### src/rtl/if_fetch_if.sv
// rtl/if_fetch_if.sv - fetch-stage bundle: PC/stall/redirect inputs, byte-wide memory port, IF/ID outputs.
interface if_fetch_if;
  logic        ce_i;
  logic [31:0] pc_i;
  logic [5:0]  stall;
  logic        set_pc_i;
  logic        mem_busy_i;
  logic        mem_rvalid_i;
  logic [7:0]  mem_rdata_i;
  logic        if_memreq_o;
  logic [31:0] if_mem_addr_o;
  logic [31:0] if_pc_o;
  logic [31:0] if_inst_o;
  logic        if_valid_o;
  logic        if_stall_req_o;

  modport master (
    input  ce_i, pc_i, stall, set_pc_i, mem_busy_i, mem_rvalid_i, mem_rdata_i,
    output if_memreq_o, if_mem_addr_o, if_pc_o, if_inst_o, if_valid_o, if_stall_req_o
  );

  modport slave (
    output ce_i, pc_i, stall, set_pc_i, mem_busy_i, mem_rvalid_i, mem_rdata_i,
    input  if_memreq_o, if_mem_addr_o, if_pc_o, if_inst_o, if_valid_o, if_stall_req_o
  );
endinterface

### src/rtl/if_fetch.sv
// rtl/if_fetch.sv - instruction fetch: assembles 4 LE bytes per word, stall/flush aware.
// Optional direct-mapped one-word I-cache enabled by defining IF_ICACHE_EN.
module if_fetch #(
  parameter int ICACHE_LINES = 128
) (
  input  logic         clk,
  input  logic         rst,
  if_fetch_if.master   bus
);

  typedef enum logic [1:0] {S_IDLE, S_FETCH, S_HOLD} state_t;

  state_t      r_state;
  state_t      w_next;
  logic [1:0]  r_cnt;
  logic [23:0] r_buf;
  logic [31:0] r_addr;
  logic [31:0] r_pc;
  logic [31:0] r_inst;
  logic        r_memreq;
  logic        r_valid;
  logic        w_start;
  logic        w_done;
  logic        w_hit;
  logic        w_hit_start;
  logic        w_stall_req;
  logic        w_unused_stall;

  assign w_unused_stall = ^{bus.stall[5:2], bus.stall[0]};

`ifdef IF_ICACHE_EN
  localparam int IDX_W = $clog2(ICACHE_LINES);
  localparam int TAG_W = 30 - IDX_W;

  logic [TAG_W-1:0]        r_tag  [ICACHE_LINES];
  logic [31:0]             r_data [ICACHE_LINES];
  logic [ICACHE_LINES-1:0] r_lvld;
  logic [IDX_W-1:0]        w_idx;
  logic [IDX_W-1:0]        w_widx;
  logic [31:0]             w_hit_data;

  assign w_idx      = bus.pc_i[IDX_W+1:2];
  assign w_widx     = r_addr[IDX_W+1:2];
  assign w_hit      = r_lvld[w_idx] && (r_tag[w_idx] == bus.pc_i[31:IDX_W+2]);
  assign w_hit_data = r_data[w_idx];

  // Tag/data arrays carry no reset; only the valid bits gate their use.
  always_ff @(posedge clk) begin
    if (w_done) begin
      r_tag[w_widx]  <= r_addr[31:IDX_W+2];
      r_data[w_widx] <= {bus.mem_rdata_i, r_buf};
    end
  end

  always_ff @(posedge clk or negedge rst) begin
    if (!rst) begin
      r_lvld <= '0;
    end else if (w_done) begin
      r_lvld[w_widx] <= 1'b1;
    end
  end
`else
  logic [31:0] w_hit_data;
  assign w_hit      = 1'b0;
  assign w_hit_data = 32'h0;
`endif

  always_ff @(posedge clk or negedge rst) begin
    if (!rst) begin
      r_state <= S_IDLE;
    end else begin
      r_state <= w_next;
    end
  end

  always_comb begin
    w_next      = r_state;
    w_start     = 1'b0;
    w_done      = 1'b0;
    w_hit_start = 1'b0;
    w_stall_req = 1'b0;
    case (r_state)
      S_IDLE: begin
        w_stall_req = bus.mem_busy_i && !w_hit;
        if (bus.ce_i && !bus.set_pc_i) begin
          if (w_hit) begin
            w_hit_start = 1'b1;
            w_next      = S_HOLD;
          end else if (!bus.mem_busy_i) begin
            w_start = 1'b1;
            w_next  = S_FETCH;
          end
        end
      end
      S_FETCH: begin
        w_stall_req = 1'b1;
        // A redirect coinciding with the last byte discards the word.
        if (bus.set_pc_i) begin
          w_next = S_IDLE;
        end else if (bus.mem_rvalid_i && (r_cnt == 2'd3)) begin
          w_done = 1'b1;
          w_next = S_HOLD;
        end
      end
      S_HOLD: begin
        w_stall_req = 1'b1;
        if (bus.set_pc_i || !bus.stall[1]) begin
          w_next = S_IDLE;
        end
      end
      default: w_next = S_IDLE;
    endcase
  end

  always_ff @(posedge clk or negedge rst) begin
    if (!rst) begin
      r_cnt    <= 2'd0;
      r_buf    <= 24'h0;
      r_addr   <= 32'h0;
      r_pc     <= 32'h0;
      r_inst   <= 32'h0;
      r_memreq <= 1'b0;
      r_valid  <= 1'b0;
    end else if (bus.set_pc_i) begin
      r_cnt    <= 2'd0;
      r_memreq <= 1'b0;
      r_valid  <= 1'b0;
    end else begin
      if (w_start) begin
        r_addr   <= bus.pc_i;
        r_memreq <= 1'b1;
        r_cnt    <= 2'd0;
      end
      if (w_hit_start) begin
        r_inst  <= w_hit_data;
        r_pc    <= bus.pc_i;
        r_valid <= 1'b1;
      end
      if ((r_state == S_FETCH) && bus.mem_rvalid_i) begin
        case (r_cnt)
          2'd0:    r_buf[7:0]   <= bus.mem_rdata_i;
          2'd1:    r_buf[15:8]  <= bus.mem_rdata_i;
          2'd2:    r_buf[23:16] <= bus.mem_rdata_i;
          default: r_buf        <= r_buf;
        endcase
        r_cnt <= r_cnt + 2'd1;
      end
      if (w_done) begin
        r_inst   <= {bus.mem_rdata_i, r_buf};
        r_pc     <= r_addr;
        r_valid  <= 1'b1;
        r_memreq <= 1'b0;
      end
      if ((r_state == S_HOLD) && !bus.stall[1]) begin
        r_valid <= 1'b0;
      end
    end
  end

  assign bus.if_memreq_o    = r_memreq;
  assign bus.if_mem_addr_o  = r_addr;
  assign bus.if_pc_o        = r_pc;
  assign bus.if_inst_o      = r_inst;
  assign bus.if_valid_o     = r_valid;
  assign bus.if_stall_req_o = w_stall_req;

endmodule

### src/flat_wrapper.sv
// flat-port wrapper written by rule: the top's interface ports become plain ports
module if_fetch_flat 
#(
  parameter int ICACHE_LINES = 128
)
  (clk, rst, bus_ce_i, bus_pc_i, bus_stall, bus_set_pc_i, bus_mem_busy_i, bus_mem_rvalid_i, bus_mem_rdata_i, bus_if_memreq_o, bus_if_mem_addr_o, bus_if_pc_o, bus_if_inst_o, bus_if_valid_o, bus_if_stall_req_o);
  if_fetch_if bus_i ();
  input  logic clk;
  input  logic rst;
  input wire logic [$bits(bus_i.ce_i)-1:0] bus_ce_i;
  input wire logic [$bits(bus_i.pc_i)-1:0] bus_pc_i;
  input wire logic [$bits(bus_i.stall)-1:0] bus_stall;
  input wire logic [$bits(bus_i.set_pc_i)-1:0] bus_set_pc_i;
  input wire logic [$bits(bus_i.mem_busy_i)-1:0] bus_mem_busy_i;
  input wire logic [$bits(bus_i.mem_rvalid_i)-1:0] bus_mem_rvalid_i;
  input wire logic [$bits(bus_i.mem_rdata_i)-1:0] bus_mem_rdata_i;
  output wire logic [$bits(bus_i.if_memreq_o)-1:0] bus_if_memreq_o;
  output wire logic [$bits(bus_i.if_mem_addr_o)-1:0] bus_if_mem_addr_o;
  output wire logic [$bits(bus_i.if_pc_o)-1:0] bus_if_pc_o;
  output wire logic [$bits(bus_i.if_inst_o)-1:0] bus_if_inst_o;
  output wire logic [$bits(bus_i.if_valid_o)-1:0] bus_if_valid_o;
  output wire logic [$bits(bus_i.if_stall_req_o)-1:0] bus_if_stall_req_o;
  assign bus_i.ce_i = bus_ce_i;
  assign bus_i.pc_i = bus_pc_i;
  assign bus_i.stall = bus_stall;
  assign bus_i.set_pc_i = bus_set_pc_i;
  assign bus_i.mem_busy_i = bus_mem_busy_i;
  assign bus_i.mem_rvalid_i = bus_mem_rvalid_i;
  assign bus_i.mem_rdata_i = bus_mem_rdata_i;
  assign bus_if_memreq_o = bus_i.if_memreq_o;
  assign bus_if_mem_addr_o = bus_i.if_mem_addr_o;
  assign bus_if_pc_o = bus_i.if_pc_o;
  assign bus_if_inst_o = bus_i.if_inst_o;
  assign bus_if_valid_o = bus_i.if_valid_o;
  assign bus_if_stall_req_o = bus_i.if_stall_req_o;
  if_fetch #(.ICACHE_LINES(ICACHE_LINES)) u_core (.clk(clk), .rst(rst), .bus(bus_i));
endmodule
### config.mk
export PLATFORM = sky130hd
export DESIGN_NAME = if_fetch_flat
export DESIGN_NICKNAME = d
export VERILOG_FILES = /design/src/rtl/if_fetch_if.sv /design/src/rtl/if_fetch.sv /design/src/flat_wrapper.sv
export SDC_FILE = /design/constraint.sdc
export NUM_CORES = 1
export LEC_CHECK = 0
export ABC_AREA = 1
export CAP_MARGIN = 20
export CORE_AREA = 4 4 105 107
export DETAILED_ROUTE_END_ITERATION = 8
export DIE_AREA = 0 0 109 111
export PLACE_DENSITY = 0.83
export REMOVE_ABC_BUFFERS = 1
export SYNTH_ARGS = -nofsm -noshare
export SYNTH_HDL_FRONTEND = slang
export SYNTH_SLANG_ARGS = --single-unit
### constraint.sdc
create_clock -name clk -period 2.2 [get_ports clk]
set_input_delay 0.33 -clock clk [delete_from_list [all_inputs] [get_ports clk]]
set_output_delay 0.33 -clock clk [all_outputs]
set_load 0.02 [all_outputs]
==> results.md <==
* Status: completed
* Worst IR Drop VDD at 0.509 mV
* I/O pin count at 151
* Synth top area share at 64.3%
* Worst EP arrival at 1.65 ns
* GRT Util Overall at 20.9%
* Tightest Pin Transition at 0.533 ns
* DPL Wire Length at 8.08 mm
* Vias in the first global route at 4063
* Die W at 109 microns
* Fin cells at 818
* Average wire per cell in the routed design at 14.7 microns
* Routed vias at 4033
* Power per Cell Area at 1120 mW/mm^2
* P_leak at 0.00344 uW
* Clk buf depth at 2
* Most common cell after layout, fill and taps aside: nand2_1
* Number of fill cells in the layout at 711
* Layout cells sized above 1 at 7.04%
* Layout Nets at 729
* Setup Skew at 0.00929 ns
* RePlAce Congestion at 0.782
* Cell area after placement at 0.00651 sq mm
* Initial antenna violation count at 0
* Largest net degree at the start of global routing at 70
* Most frequent cells in the layout: nand2_1, clkdlybuf4s50_1, dfrtp_1, o21ai_0, inv_1
* WL final at 12.0 mm
* Clk slew on worst S/H paths at 0.06 ns
* Die area at 0.0121 sq mm
* Ys Warns at 0
* Final Critical Period at 1.98 ns
* Layout Area Growth over Synthesis at 45.3%
* Clk sinks at 126
* Initial DRC Count at 310
* # rows at 37
* CP startpoint: u_core.r_state[0]
* Synth area leader: dfrtp_1
* Startpoint Class: flop
* PortBufs at 145
* Critical R2R Launch: u_core.r_state[1]
* CTS tree: built
* Mapped Cells at 521
* Tcrit/Tclk final at 90.1%
* Hold Vio Cnt, Final at 0
* Skew-Pair Late Insertion Delay at 0.51 ns
* Smallest hold slack at 0.328 ns
* Maxcap violations at 0
* Die height at 111 microns
* CP Capture Type: primary output
* Initial Util at 48.3%
* TritonCTS Buffers at 17
* H-tree lvl count at 4
* Final core utilization at 70.2%
* # DRC at 0
* Yosys cell types at 15
* Total core area at 0.0101 sq mm
* Mapped Area at 0.00490 sq mm
* Max Transition Viols Final at 0
* Root buf cell: clkbuf_8
* Required time worst endpoint at 1.87 ns
* Max Fclk at 505 MHz
* First-pass GRT wire length at 20.0 mm
* Placed Cells at 785
* Mean area per synthesized cell at 9.41 sq um
* Max Fanout on Critical Path at 4
* Crit Path Class: flop to primary output
* ANT cells at 0
* Final instance area at 0.00712 sq mm
* Share of the yosys chip area belonging to registers at 64.3%
* Post-synthesis register bit count at 126
* Worst slew margin at 64.4%
* Footprint of the multi-input gates at 0.00147 sq mm
* Setup-failing EPs final at 0
* Setup bufs post-CTS at 0
* Routed vias/inst at 4.93
* RSZ-0062 raised after global routing: no
* Worst hold path class: input port to async pin
* Grt ovf at 0
* Synth top area cells: dfrtp_1, nand2_1, o21ai_0
* Total power at 7940 uW
* Register Area at 0.00315 sq mm
* Antenna-violating nets left at 0
* Detailed Routing Iterations Pass 1 at 5
[per-layer routing]
| metal | track usage (%) | vias up | share of wire, % |
|---|---|---|---|
| met2 | 34.2 | 147 | 52 |
| met4 | 6.40 | 0 | 0.54 |
| li1 | - | 1946 | - |
| met5 | 0 | - | 0 |
| met1 | 26.9 | 1934 | 40 |
| met3 | 5.94 | 6 | 7.6 |
[state kept, by name (all words and copies together) (netlist names)]
signal,count
u_core.r_buf,24
u_core.bus.if_inst_o,32
u_core.r_state,2
u_core.r_cnt,2
u_core.bus.if_pc_o,32
u_core.bus.if_mem_addr_o,32
u_core.bus.if_memreq_o,1
u_core.bus.if_valid_o,1
[area by class of cell]
cell class / count / area share, %
clock inverters: 13 / 2.28
inverters: 42 / 2.21
repair buffers: 154 / 22.0
well taps: 136 / 2.39
clock buffers: 19 / 6.20
multi-input cells: 328 / 20.7
flip-flops and latches: 126 / 44.3
[through the flow]
stage	worst slack [ns]	TNS, ns
floorplan	-0.132	-5.98
global placement	0.194	0
detailed placement	0.233	0
CTS	0.0409	0
global route	0.0425	0
finish	0.219	0
[synthesized netlist by cell type (all sizes together)]
master and number:
inv 42, buf 13, nor2 6, nand2 195
clkbuf 12, a21oi 3, o21ai 81, dfrtp 126
nand3 35, ha 8
[cells by family (layout without fill, tap and decap cells)]
kind of cell,count (synthesis),count (layout),synth area share (%)
DFF,126,126,64.3
AOI/OAI and AO/OA,84,84,8.58
buffers and inverters,67,228,5.72
adders and majority gates,8,8,2.04
and+or+nand+nor,236,236,19.3
[power by group]
group	switching [uW]	internal [uW]	total, uW
Clock	1000	1790	2790
Sequential	313	2810	3120
Combinational	1140	900	2040
[worst paths after layout]
kind,endpoint,slack [ns],cells after the start
min,u_core.bus.if_inst_o[30],0.33,2
min reg2reg,u_core.bus.if_inst_o[0],0.47,2
min in group clk,u_core.bus.if_mem_addr_o[0],0.36,3
max in group asynchronous,u_core.bus.if_inst_o[9],1.22,3
max,bus_if_stall_req_o,0.22,5
max reg2reg,u_core.r_state[1],0.45,10
[critical path, stage by stage (launching register included)]
cell	delay [ns]
dfrtp_1	0.41
inv_1	0.10
ha_1	0.22
nand2_1	0.10
a21oi_1	0.13
clkbuf_2	0.18
[repair_timing]
| item | CTS | global route |
|---|---|---|
| setup endpoints to repair | 1 | 1 |
| resized for setup | 1 | 2 |
| hold buffers | 1 | 0 |
| cloned | 0 | 0 |
| hold endpoints to repair | 34 | 0 |
No activity file was read; power rests on OpenSTA's default activity.
